**src/rtl/img_accel_pkg.sv**
```systemverilog
// ============================================================================
// Module   : img_accel_pkg
// Summary  : Shared types and widths for the image accelerator input path.
// Revision : 1.0 - initial release
// ============================================================================
`default_nettype none

package img_accel_pkg;

    localparam int ADDR_W = 12;
    localparam int WORD_W = 108;

    typedef enum logic [1:0] {
        IDLE  = 2'd0,
        ISSUE = 2'd1,
        DRAIN = 2'd2,
        DONE  = 2'd3
    } seq_state_t;

endpackage

`default_nettype wire

```
**src/rtl/sync_fifo.sv**
```systemverilog
// ============================================================================
// Module   : sync_fifo
// Summary  : Single-clock FIFO with count; head word readable one cycle after write.
// Revision : 1.0 - initial release
// ============================================================================
`default_nettype none

module sync_fifo #(
    parameter int WIDTH = 108,
    parameter int DEPTH = 4
) (
    input  logic                     clk,
    input  logic                     rst,
    input  logic                     wr_en,
    input  logic [WIDTH-1:0]         wr_data,
    input  logic                     rd_en,
    output logic [WIDTH-1:0]         rd_data,
    output logic                     full,
    output logic                     empty,
    output logic [$clog2(DEPTH):0]   count
);

    localparam int c_aw = $clog2(DEPTH);
    localparam int c_cw = c_aw + 1;

    logic [WIDTH-1:0] r_mem [DEPTH];
    logic [c_aw-1:0]  r_wr_ptr;
    logic [c_aw-1:0]  r_rd_ptr;
    logic [c_cw-1:0]  r_count;
    logic             w_rd;

    // Caller guarantees no write while full unless the same cycle reads.
    assign w_rd    = rd_en && !empty;
    assign full    = (r_count == c_cw'(DEPTH));
    assign empty   = (r_count == '0);
    assign count   = r_count;
    assign rd_data = empty ? '0 : r_mem[r_rd_ptr];

    always_ff @(posedge clk) begin
        if (wr_en) begin
            r_mem[r_wr_ptr] <= wr_data;
        end
    end

    always_ff @(posedge clk) begin
        if (rst) begin
            r_wr_ptr <= '0;
            r_rd_ptr <= '0;
            r_count  <= '0;
        end else begin
            if (wr_en) begin
                r_wr_ptr <= r_wr_ptr + 1'b1;
            end
            if (w_rd) begin
                r_rd_ptr <= r_rd_ptr + 1'b1;
            end
            case ({wr_en, w_rd})
                2'b10:   r_count <= r_count + 1'b1;
                2'b01:   r_count <= r_count - 1'b1;
                default: r_count <= r_count;
            endcase
        end
    end

endmodule

`default_nettype wire

```
**src/rtl/input_read_sequencer.sv**
```systemverilog
// ============================================================================
// Module   : input_read_sequencer
// Summary  : Raster-scan read issuer with credit-limited response FIFO and
//            eol/last tagged output stream. READ_SEQ_PERF_EN adds stall counters.
// Revision : 1.0 - initial release
// ============================================================================
`default_nettype none

module input_read_sequencer
    import img_accel_pkg::*;
#(
    parameter int ADD_SIZE   = ADDR_W,
    parameter int DATA_SIZE  = WORD_W,
    parameter int IMG_W      = 64,
    parameter int IMG_H      = 64,
    parameter int FIFO_DEPTH = 4
) (
    input  logic                 clk,
    input  logic                 rst,
    input  logic                 start,
    input  logic [ADD_SIZE-1:0]  base_addr,
    output logic                 busy,
    output logic                 done,
    output logic                 rd_req,
    output logic [ADD_SIZE-1:0]  rd_addr,
    input  logic                 rd_ready,
    input  logic                 rsp_valid,
    input  logic [DATA_SIZE-1:0] rsp_data,
    output logic                 out_valid,
    output logic [DATA_SIZE-1:0] out_data,
    output logic                 out_eol,
    output logic                 out_last,
    input  logic                 out_ready,
    output logic                 rsp_err
`ifdef READ_SEQ_PERF_EN
    ,
    output logic [31:0]          stall_cycles,
    output logic [31:0]          bp_cycles
`endif
);

    localparam int c_col_w = (IMG_W > 1) ? $clog2(IMG_W) : 1;
    localparam int c_row_w = (IMG_H > 1) ? $clog2(IMG_H) : 1;
    localparam int c_cnt_w = $clog2(FIFO_DEPTH) + 1;
    localparam logic [c_col_w-1:0] c_last_col = c_col_w'(IMG_W - 1);
    localparam logic [c_row_w-1:0] c_last_row = c_row_w'(IMG_H - 1);

    seq_state_t          r_state;
    seq_state_t          w_state_next;
    logic [ADD_SIZE-1:0] r_addr;
    logic [c_col_w-1:0]  r_col;
    logic [c_row_w-1:0]  r_row;
    logic [c_col_w-1:0]  r_out_col;
    logic [c_row_w-1:0]  r_out_row;
    logic [c_cnt_w-1:0]  r_inflight;
    logic                r_rsp_err;

    logic                w_start_acc;
    logic                w_credit_ok;
    logic                w_acc;
    logic                w_issue_last;
    logic                w_rsp_ok;
    logic                w_out_hs;
    logic                w_fifo_wr;
    logic                w_fifo_full;
    logic                w_fifo_empty;
    logic [c_cnt_w-1:0]  w_fifo_count;

    // Every outstanding read owns a FIFO slot, so the FIFO can never overflow.
    assign w_credit_ok  = ({1'b0, r_inflight} + {1'b0, w_fifo_count}) < (c_cnt_w + 1)'(FIFO_DEPTH);
    assign w_start_acc  = (r_state == IDLE) && start;
    assign rd_req       = (r_state == ISSUE) && w_credit_ok;
    assign w_acc        = rd_req && rd_ready;
    assign w_issue_last = (r_col == c_last_col) && (r_row == c_last_row);
    assign w_rsp_ok     = rsp_valid && (r_inflight != '0);
    assign w_out_hs     = out_valid && out_ready;
    assign w_fifo_wr    = w_rsp_ok && (!w_fifo_full || w_out_hs);

    assign busy      = (r_state != IDLE);
    assign done      = (r_state == DONE);
    assign rd_addr   = r_addr;
    assign out_valid = !w_fifo_empty;
    assign out_eol   = out_valid && (r_out_col == c_last_col);
    assign out_last  = out_eol && (r_out_row == c_last_row);
    assign rsp_err   = r_rsp_err;

    always_ff @(posedge clk) begin
        if (rst) begin
            r_state <= IDLE;
        end else begin
            r_state <= w_state_next;
        end
    end

    always_comb begin
        w_state_next = r_state;
        case (r_state)
            IDLE:    if (start) w_state_next = ISSUE;
            ISSUE:   if (w_acc && w_issue_last) w_state_next = DRAIN;
            DRAIN:   if ((r_inflight == '0) && w_fifo_empty) w_state_next = DONE;
            DONE:    w_state_next = IDLE;
            default: w_state_next = IDLE;
        endcase
    end

    always_ff @(posedge clk) begin
        if (rst) begin
            r_addr <= '0;
            r_col  <= '0;
            r_row  <= '0;
        end else if (w_start_acc) begin
            r_addr <= base_addr;
            r_col  <= '0;
            r_row  <= '0;
        end else if (w_acc) begin
            r_addr <= r_addr + 1'b1;
            if (r_col == c_last_col) begin
                r_col <= '0;
                r_row <= r_row + 1'b1;
            end else begin
                r_col <= r_col + 1'b1;
            end
        end
    end

    always_ff @(posedge clk) begin
        if (rst) begin
            r_inflight <= '0;
        end else begin
            case ({w_acc, w_rsp_ok})
                2'b10:   r_inflight <= r_inflight + 1'b1;
                2'b01:   r_inflight <= r_inflight - 1'b1;
                default: r_inflight <= r_inflight;
            endcase
        end
    end

    always_ff @(posedge clk) begin
        if (rst) begin
            r_rsp_err <= 1'b0;
        end else if (rsp_valid && (r_inflight == '0)) begin
            r_rsp_err <= 1'b1;
        end
    end

    // Output-side position tracks the stream, independent of the issue side.
    always_ff @(posedge clk) begin
        if (rst || w_start_acc) begin
            r_out_col <= '0;
            r_out_row <= '0;
        end else if (w_out_hs) begin
            if (r_out_col == c_last_col) begin
                r_out_col <= '0;
                r_out_row <= r_out_row + 1'b1;
            end else begin
                r_out_col <= r_out_col + 1'b1;
            end
        end
    end

    sync_fifo #(
        .WIDTH (DATA_SIZE),
        .DEPTH (FIFO_DEPTH)
    ) resp_fifo (
        .clk     (clk),
        .rst     (rst),
        .wr_en   (w_fifo_wr),
        .wr_data (rsp_data),
        .rd_en   (w_out_hs),
        .rd_data (out_data),
        .full    (w_fifo_full),
        .empty   (w_fifo_empty),
        .count   (w_fifo_count)
    );

`ifdef READ_SEQ_PERF_EN
    logic [31:0] r_stall_cycles;
    logic [31:0] r_bp_cycles;

    always_ff @(posedge clk) begin
        if (rst || w_start_acc) begin
            r_stall_cycles <= '0;
            r_bp_cycles    <= '0;
        end else begin
            if (rd_req && !rd_ready && (r_stall_cycles != '1)) begin
                r_stall_cycles <= r_stall_cycles + 1'b1;
            end
            if (out_valid && !out_ready && (r_bp_cycles != '1)) begin
                r_bp_cycles <= r_bp_cycles + 1'b1;
            end
        end
    end

    assign stall_cycles = r_stall_cycles;
    assign bp_cycles    = r_bp_cycles;
`endif

endmodule

`default_nettype wire

```
**config.mk**
```make
export PLATFORM = sky130hd
export DESIGN_NAME = input_read_sequencer
export DESIGN_NICKNAME = d
export VERILOG_FILES = /design/src/rtl/img_accel_pkg.sv /design/src/rtl/sync_fifo.sv /design/src/rtl/input_read_sequencer.sv
export SDC_FILE = /design/constraint.sdc
export NUM_CORES = 1
export LEC_CHECK = 0
export ABC_AREA = 1
export BUFFER_PORTS_ARGS = -buffer_cell sky130_fd_sc_hd__buf_2
export CAP_MARGIN = 10
export CORE_ASPECT_RATIO = 2
export CORE_UTILIZATION = 49
export CTS_BUF_LIST = sky130_fd_sc_hd__clkbuf_4 sky130_fd_sc_hd__clkbuf_8 sky130_fd_sc_hd__clkbuf_16
export CTS_CLUSTER_DIAMETER = 80
export CTS_CLUSTER_SIZE = 8
export DETAILED_ROUTE_END_ITERATION = 8
export HOLD_SLACK_MARGIN = 0.05
export PLACE_DENSITY = 0.72
export SYNTH_ARGS = -nofsm -noshare
export SYNTH_HDL_FRONTEND = slang
export SYNTH_SLANG_ARGS = --single-unit
```
**constraint.sdc**
```tcl
create_clock -name clk -period 6.6 [get_ports clk]
set_clock_uncertainty 0.1 [all_clocks]
set_input_delay 0.33 -clock clk [delete_from_list [all_inputs] [get_ports clk]]
set_output_delay 0.33 -clock clk [all_outputs]
set_load 0.01 [all_outputs]
```
== Yosys cells after proc, flatten, opt, wreduce, memory -nomap -nowiden ==
Memory sizes are Yosys's and may differ from the RTL's. A register that Yosys moved wholly into a read port is not among the register bits.
Cells that the tools add are included.

* Register bits after elaboration: 49
* RAM bits: 432
* Input bits: 126
* Memories: 1

{| class="wikitable"
|+ Memories
! name !! depth !! bits a word !! rd ports !! clocked after memory_dff !! write ports !! line !! text
|-
| resp_fifo.r_mem || 4 || 108 || 1 || 1 || 1 || sync_fifo.sv:26 || <nowiki>logic [WIDTH-1:0] r_mem [DEPTH];</nowiki>
|}

* $add $sub $neg: 12
* $lt $le $gt $ge: 1
* Equality and inequality tests: 15
* Multiplexer cells: 15
* Reduce and logical (&&, ||, !) cells: 29

{| class="wikitable"
|+ Operator list
! cell !! number
|-
| $mux W108 || 1
|-
| $add A6 B1 Y6 const B || 4
|-
| $eq A6 B6 Y1 const B || 4
|-
| $mux W12 || 2
|-
| $logic_and A1 B1 Y1 || 13
|-
| $add A12 B1 Y12 const B || 1
|-
| $mux W6 || 2
|-
| $pmux W3 S2 || 2
|-
| $mux W2 || 5
|-
| $eq A2 B2 Y1 const B || 4
|-
| $pmux W2 S4 || 1
|-
| $reduce_bool A2 Y1 || 4
|-
| $add A3 B1 Y3 const B || 2
|-
| $eq A2 B1 Y1 const B || 3
|-
| $logic_not A3 Y1 || 2
|-
| $sub A3 B1 Y3 const B || 2
|-
| $add A2 B1 Y2 const B || 2
|-
| $add A3 B3 Y4 || 1
|-
| $lt A4 B3 Y1 const B || 1
|-
| $ne A2 B2 Y1 const B || 2
|-
| $reduce_and A2 Y1 || 2
|-
| $eq A3 B3 Y1 const B || 1
|-
| $reduce_and A3 Y1 || 1
|-
| $reduce_bool A3 Y1 || 1
|-
| other kinds (6) || 9
|}

== Logic depth before layout (Yosys ltp) ==
Gate-level depths: netlist of run 1.

* Depth after elaboration: 7
* Depth in mapped cells: 13
* Mapped depth without buffers: 12

== Cells and area by module ==
From an unflattened synthesis of run 1, not the netlist that was laid out.

* Cell total of the unflattened synthesis: 1,693
* Area, all modules: 19,662.6 µm²

{| class="wikitable"
|+ By module, submodules not included
! module !! instances !! cells an instance !! area each (µm²) !! sequential area each (µm²)
|-
| sync_fifo || 1 || 1,338 || 17,120.2 || 13,152.6
|-
| input_read_sequencer || 1 || 355 || 2,542.4 || 840.8
|}

== Worst setup path before layout of run 1 ==
OpenSTA, ideal clock, no wires.

* Path kind: register to register
* Start point: register r_inflight[1]
* End point: memory resp_fifo.r_mem[0][0] (enable)
* Library setup time: 0.576 ns
* Data arrival time: 5.219 ns
* Setup slack: 0.705 ns
* Cell stages (with the launch flop): 7
* Buffers on the path: 0
* Period minus slack after synthesis: 5.895 ns
* Cell sequence: dfxtp_1 > inv_1 > nand3_1 > nand2_1 > inv_1 > o21ai_2 > nor2_1

* Word-level cells in the longest chain between the ends: 5

{| class="wikitable"
|+ RTL lines
! what !! line !! text
|-
| start, declared || input_read_sequencer.sv:55 || <nowiki>logic [c_cnt_w-1:0] r_inflight;</nowiki>
|-
| start signal, assigned || input_read_sequencer.sv:131 || <nowiki>2'b10: r_inflight <= r_inflight + 1'b1;</nowiki>
|-
| start signal, assigned || input_read_sequencer.sv:132 || <nowiki>2'b01: r_inflight <= r_inflight - 1'b1;</nowiki>
|-
| start signal, assigned || input_read_sequencer.sv:133 || <nowiki>default: r_inflight <= r_inflight;</nowiki>
|-
| $reduce_bool A3 Y1 || input_read_sequencer.sv:75 || <nowiki>assign w_rsp_ok = rsp_valid && (r_inflight != '0);</nowiki>
|-
| $logic_and A1 B1 Y1 || input_read_sequencer.sv:75 ||
|-
| $logic_and A1 B1 Y1 || input_read_sequencer.sv:77 || <nowiki>assign w_fifo_wr = w_rsp_ok && (!w_fifo_full || w_out_hs);</nowiki>
|-
| $mux W1 || sync_fifo.sv:40 || <nowiki>if (wr_en) begin</nowiki>
|-
| $mux W1 (implied by the code) || sync_fifo.sv:41 || <nowiki>r_mem[r_wr_ptr] <= wr_data;</nowiki>
|-
| end, declared || sync_fifo.sv:26 ||
|}

Every way passes these cells.

==> results of run 1 <==
-- cells in the mapped netlist (all sizes together), types with 4 or more instances --
master and count:
dfxtp 51, or2 4, nand2 74, nand3 33
nor3 10, a21oi 147, clkbuf 51, ha 18
o21ai 253, nand4 6, edfxtp 432, xor2 4
buf 39, inv 64, nor2 485
-- path summary, 6_finish.rpt --
check	slack [ps]	to	start	cells past startpoint
max reg2reg	2930	r_col[3]$_SDFFE_PP0P_	r_state[0]$_SDFFE_PP0P_	9
min reg2reg	360	flop	resp_fifo.r_rd_ptr[1]$_SDFFE_PP0P_	2
max	2270	out_data[18]	flop	7
min	90	r_out_col[1]$_SDFFE_PP0P_	out_ready	4
-- through the flow --
stage / hold WS, ps / cell area [um^2] / power [uW] / util
CTS: 61.7 / 24500 / 9460 / 0.621
floorplan: 329 / 19600 / 5270 / -
finish: 94.7 / 24500 / 9410 / 0.621
detailed placement: 362 / 21200 / 6140 / 0.538
global placement: 343 / 21200 / 6070 / 0.538
global route: 114 / 24500 / 9840 / 0.621
-- report_power, final --
part,total [uW],internal [uW],switching [uW]
sequential,3820,3670,154
combinational,2340,724,1610
clock,3250,2020,1230
total,9410,6420,3000
-- cell usage in the layout (no fill, tap or decap), types with 4 or more instances in the layout --
cell / count
buf_4: 13
xor2_1: 4
o21ai_0: 243
nor2_1: 474
nor3_1: 7
a21oi_1: 146
nand3_1: 32
clkbuf_4: 15
nand2_1: 69
inv_1: 59
diode_2: 7
clkbuf_16: 72
dfxtp_1: 49
nand4_1: 5
dlygate4sd3_1: 124
edfxtp_1: 432
ha_1: 18
o21ai_1: 9
nor2_4: 8
buf_2: 252
-- critical path: cells and delay by family, from the launching register on --
family	cells	cell delay, ps
buffers and inverters	3	1760
flip-flops	1	810
AO/OA/AOI/OAI	2	440
AND/OR/NAND/NOR	2	220
-- flip-flops by register name, summed over array words and instances (netlist names), named ones only --
name and count:
resp_fifo.r_wr_ptr 2, r_row 6, r_col 6, resp_fifo.count 3
r_out_row 6, resp_fifo.r_rd_ptr 2, r_state 2, rsp_err 1
r_inflight 3, rd_addr 12, resp_fifo.r_mem 432, r_out_col 6
-- kinds of logic (layout without fill, tap and decap cells) --
| family | after synthesis | in the layout | synth area share |
|---|---|---|---|
| compound gates | 405 | 405 | 0.104 |
| xor+xnor | 4 | 4 | 0.00179 |
| fa+ha+maj | 20 | 20 | 0.0135 |
| buf+inv | 154 | 547 | 0.0348 |
| flops | 483 | 483 | 0.714 |
| other cells | 0 | 7 | 0 |
| simple gates | 618 | 618 | 0.131 |
-- area by class of cell --
class	count	area [um^2]	share of cell area
tap	525	657	0.0268
inverter	64	255	0.0104
sequential	483	14000	0.572
antenna	7	17.5	0.000715
clock inverter	6	92.6	0.00378
clock buffer	87	1910	0.0781
timing repair buffer	390	2620	0.107
multi-input combinational	1047	4940	0.202
-- per-layer routing --
layer / global-route usage / vias up / wire length (um)
met5: 0 / - / 0
met4: 0.150 / 0 / 2240
met3: 0.0546 / 128 / 3140
met2: 0.433 / 540 / 26100
met1: 0.252 / 6830 / 17700
li1: - / 6633 / -
==> results.txt, run 1 <==
- The flow ran to the end, and the final reports show no timing, DRC or antenna violations.
- Effective utilization at floorplan: 0.497
* Post-Route Setup TNS: 0 ps
* Core Box Area: 39,400 um^2
- After the last flow step, the layout net total stands at 2,202.
- In the post-route analysis, the smallest setup slack over all paths is 2270 ps.
* Crit Path Category: reg2out
- The worst-case IR drop observed on VDD is 0.318 mV.
- Layout area overhead: 25.1%
- Vias in the first global route: 14.6k
- Cell type of the slowest stage on the worst timing path: dfxtp_4
- After clock tree synthesis, the clock-pin slew on the worst setup and hold paths is 50 ps.
* Primary flip-flop cell chosen by synthesis mapping: edfxtp_1
* Area share of the leading cell type in the synthesized netlist: 0.662
- Of the available clock period, the critical path in the final layout requires 0.656.
- Summing every instance area after synthesis gives 19,600 um^2.
- STA puts the critical path data required time at 6170 ps.
* Final setup violation count: 0
* Ys Warns: 0
* Largest cells by area after synthesis: edfxtp_1, nor2_1, o21ai_0
- In this run the deepest clock path goes through 3 buffers.
- Num Clock Sinks: 483
* Transition time at the pin with the least slew margin: 1160 ps
- Power per unit of standard cell area: 384 nW/um^2
- Overall track demand over capacity in global routing: 0.242
- Count of non-filler cells in the finished layout: 2,609
- Antenna violation net count after detailed routing: 0
* Slew margin rel.: 0.225
- Root buffer selected by CTS: clkbuf_16
* Post-Synthesis Mean Instance Area: 11.6 um^2
* Die Height: 285 um
- The worst hold path belongs to the class in2reg.
* Post-synth top area cell: edfxtp_1
- Port buffering added 252 buffers.
* Number of library cell types mapped by synthesis: 44
* Number of flops mapped to enable cells by yosys: 432
- Vias after detailed routing: 14.1k
- Summed over all cells, the static leakage comes to 0.00911 uW.
* Detailed-routing iteration count for the pre-antenna-repair pass: 5
* Tmin final: 4330 ps
- Of the synthesized area, sequential elements account for 0.714.
- DRC violation total after the first TritonRoute iteration: 888
- Post-CTS timing repair inserted 0 buffers for setup.
- For this run the aggregate overflow at the end of global routing stands at 0.
* Number of hold violations in the final report: 0
* Clock tree from TritonCTS: built
* Drc violations: 0
- Series of cell instances along the critical path: buf_4, buf_4, nor2_1, nor2_1, o21ai_0, a21oi_1, buf_2
- Data arrival time of the critical path: 3900 ps
- Max-cap violations in this run came to 0.
- After detailed placement, the design holds a cell count of 2,385.
- The initial antenna violation count is 7.
* Global placer's final weighted congestion: 0.773
* CP Max Fanout: 80
- Pin count of the biggest net entering global routing: 98
* Number of primary I/O pins: 253
- Global-route wire length before repair: 75,000 um
- STA classifies the critical path startpoint as a flop.
- Based on the critical path, the design can be clocked at up to 0.231 GHz.
- Measured along the x axis, the die boundary spans 143 um.
- Counting the buffers created by CTS gives 70.
- Resize count post-CTS: 0
- STA classifies the critical path endpoint as an output port.
* Clock network latency to the later pin of the worst-skew pair: 580 ps
- Setup repair after global routing left no endpoint under its margin.
* Proportion of layout cells with a drive suffix above 1: 0.190
- After floorplanning, the core was divided into 103 placement rows.
- The die covers 40,800 um^2.
- Using the TritonRoute via totals, the vias-per-cell ratio works out to 5.42.
- Prior to clock tree synthesis, the placed netlist has a worst setup slack of 2900 ps.
* Post-synthesis cell count: 1,684
- Fillcell total: 3,018
* Fraction of registers with async set or reset after synthesis: 0
- After legalization and detailed placement, the total HPWL measured 27,400 um.
* Final routed wire length divided by cell count: 18.9 um
* Post-Route WL: 49,200 um
- Hold repair after CTS inserted 124 buffers.
* Final slew viol count: 0
* Maximum level of the CTS H-tree: 3
- In this run, synthesis produced a sequential element count of 483.
- Net count of the mapped netlist: 1,830
* Crit-path max cell delay: 810 ps
(Power assumes the default switching activity.)
==> run 2: changes to the inputs <==
--- a/config.mk
+++ b/config.mk
@@ -15,7 +15,7 @@
 export CTS_CLUSTER_SIZE = 8
 export DETAILED_ROUTE_END_ITERATION = 8
 export HOLD_SLACK_MARGIN = 0.05
-export PLACE_DENSITY = 0.72
+export PLACE_DENSITY = 0.75
 export SYNTH_ARGS = -nofsm -noshare
 export SYNTH_HDL_FRONTEND = slang
 export SYNTH_SLANG_ARGS = --single-unit
==> constraint.sdc (replaced) <==
create_clock -name clk -period 3.8 [get_ports clk]
set_clock_uncertainty 0.1 [all_clocks]
set_input_delay 0.19 -clock clk [delete_from_list [all_inputs] [get_ports clk]]
set_output_delay 0.19 -clock clk [all_outputs]
set_load 0.01 [all_outputs]
==> run 2 against run 1 <==
  * Count of clock-buffer cells in the layout fell by 9
  * Global-route usage fell by 0.46 points
  * Largest cell class unchanged
  * Setup slack worse by 1500 ps
  * Cell count up 0.38%
  * Critical path depth shrank 1
==> results.txt, run 2 (synthesis results as in run 1) <==
- Outcome: finished clean (unchanged).
- The hold buffer count at cts came to 129 (was 124).
* Crit Path Category: reg2out (unchanged)
- Final clock period utilization by the worst path: 0.795
- The largest vdd supply drop was 0.579 mV (was 0.318 mV).
- The final wirelength is 48,400 um (was 49,200 um).
- Chip width: 143 um (unchanged)
* Effective utilization at floorplan: 0.497 (unchanged)
- The class of the most critical hold timing path is in2reg (unchanged).
* Placed cell areas: 21,400 um^2 (was 21,200 um^2)
- Vias after detailed routing: 14.1k (about the same)
- The critical path startpoint category was a flop (unchanged).
- The length in cells of the worst reg-to-reg path was 10 (was 9).
- Max-cap violations: 0 (unchanged)
- The DRC marker count from the first detailed-route iteration is 828 (was 888).
- The total iterations of the first detailed-routing run is 7 (was 5).
- The combined global-route utilization of all metal layers came to 0.238 (was 0.242).
* Cell type of the slowest stage on the worst timing path: buf_12 (was dfxtp_4)
- CP dominant cell by count: nor2_1
- Core Box Area: 39,400 um^2 (unchanged)
- The required time at the endpoint of the critical path is 3510 ps (was 6170 ps).
* Num Clock Sinks: 483 (unchanged)
- The flip-flop count of the largest register after layout came to 432 (unchanged).
- Commonest non-fill, non-tap cell in the layout: nor2_1 (unchanged)
* Capturing element type of the critical path: output port (unchanged)
* Drc violations: 0 (unchanged)
* Clock network latency to the later pin of the worst-skew pair: 580 ps (about the same)
- The initial antenna violation count is 7 (unchanged).
* Post-CTS setup buffer count: 0 (unchanged)
- Slew margin rel.: 0.0794 (was 0.225)
- The final core utilization came to 0.627 (was 0.621).
- The number of hold-slack violations in the final timing report was 0 (unchanged).
- The smallest clock period supported by the final layout is computed as 3020 ps.
* Standby leakage power: 0.00918 uW (was 0.00911 uW)
* Average via count per standard cell: 5.38 (was 5.42)
- Data arrival time of the critical path: 2730 ps (was 3900 ps)
- The count of cells along the worst hold path was 2 (was 4).
- The final RePlAce weighted congestion came to 0.779 (was 0.773).
- The net count of the finished layout was 2,218 (was 2,202).
- Top delay family on crit path: buffers and inverters (unchanged)
* Final design instance area without fill: 24,700 um^2 (was 24,500 um^2)
* Clock-pin slew on the worst setup and hold paths: 50 ps (about the same)
- Critical path buffers and inverters: 2 (was 3)
- Clock buffer depth: 3 (unchanged)
* Series of cell instances along the critical path: buf_12, nor2_1, nor2_1, o21ai_0, a21oi_1, buf_2 (was buf_4, buf_4, nor2_1, nor2_1, o21ai_0, a21oi_1, buf_2)
- Max frequency: 0.331 GHz
- The floorplan row count is 103 (unchanged).
* Count of non-filler cells in the finished layout: 2,619 (was 2,609)
- Detailed placement HPWL: 27,000 um (was 27,400 um)
- The delay contributed by the slowest stage of the critical path is 440 ps (was 810 ps).
- Setup repair after global routing missed its margin: false (unchanged).
- The port buffer count was 252 (unchanged).
- Final slew viol count: 0 (unchanged)
* Most flop-heavy register: resp_fifo.r_mem (unchanged)
* Number of primary I/O pins: 253 (unchanged)
- The path length in cells of the critical path came to 6 (was 7).
* Floorplan die area: 40,800 um^2 (unchanged)
* Grt total ovfl: 0 (unchanged)
* Worst setup timing slack at the placement stage: 1330 ps (was 2900 ps)
* Final routed wire length divided by cell count: 18.5 um (was 18.9 um)
* Clock tree from TritonCTS: built (unchanged)
* Cells after DPL: 2,396 (was 2,385)
- The least setup slack across all paths after layout is 778 ps (was 2270 ps).
* Global-route wire length before repair: 73,700 um (was 75,000 um)
- Power per unit of standard cell area: 660 nW/um^2 (was 384 nW/um^2)
* CP Max Fanout: 216 (was 80)
* Die Height: 285 um (unchanged)
- Maximum level of the CTS H-tree: 3 (unchanged)
- The number of global-route vias before repair came to 14.4k (was 14.6k).
- Layout area overhead: 26.2% (was 25.1%)
- Most used cells in the layout excluding fill and tap cells: nor2_1, edfxtp_1, buf_2, o21ai_0, a21oi_1 (unchanged).
* Final setup violation count: 0 (unchanged)
- The fraction of final layout cells with drive strength greater than 1 came to 0.191 (was 0.190).
- The largest net degree at the start of global routing is 217 (was 98).
- Root buffer selected by CTS: clkbuf_16 (unchanged)
- Post-Route Setup TNS: 0 ps (unchanged)
- Inserted Clock Buffers: 70 (unchanged)
* Fillcell total: 2,906 (was 3,018)
* Transition time at the pin with the least slew margin: 1380 ps (was 1160 ps)
- Antenna violation net count after detailed routing: 0 (unchanged)
- The count of cells resized by post-cts repair is 0 (unchanged).
==> run 2: cell count changes in the layout (fill, tap and decap cells not counted), sizes merged <==
cell,before,now
buf,266,277
dlygate4sd3,124,129
diode,7,8
clkinv,1,5
clkbuf,87,78
inv,68,66
==> run 2: worst paths after layout <==
| kind | slack (ps) | to | from |
|---|---|---|---|
| min | 250 | resp_fifo.r_mem[3][22]$_DFFE_PP_ | rsp_data[22] |
| max reg2reg | 1310 | resp_fifo.count[2]$_SDFFE_PP0P_ | resp_fifo.count[0]$_SDFFE_PP0P_ |
| min reg2reg | 360 | flop | resp_fifo.r_rd_ptr[1]$_SDFFE_PP0P_ |
| max | 780 | out_data[34] | flop |
==> run 2: cell type report <==
| type | count | area, um^2 | share of cell area |
|---|---|---|---|
| diodes | 8 | 20.0 | 0.000810 |
| flip-flops and latches | 483 | 14000 | 0.567 |
| well taps | 525 | 657 | 0.0266 |
| clock buffers | 78 | 1810 | 0.0733 |
| clock inverters | 8 | 159 | 0.00643 |
| inverters | 64 | 255 | 0.0103 |
| repair buffers | 406 | 2870 | 0.116 |
| multi-input cells | 1047 | 4940 | 0.200 |
==> run 2: power breakdown <==
group	switching (uW)	leakage, uW	total [uW]	internal, uW
combinational	2880	0.00391	4230	1350
clock	2160	0.000962	5530	3380
sequential	191	0.00431	6560	6370
total	5220	0.00918	16300	11100
==> run 2: metal layers <==
metal  part of all wire  track usage  vias up
met2               0.54        0.433      580
met1               0.35        0.241     6735
met4              0.041        0.132        2
li1                   -            -     6642
met5            0.00021            0        -
met3              0.069       0.0605      136
==> run 2: per-stage QoR <==
stage | hold WS, ps | total power [uW]
floorplan | 189 | 9130
global placement | 297 | 10600
detailed placement | 305 | 10700
CTS | 228 | 16400
global route | 230 | 17100
finish | 249 | 16300
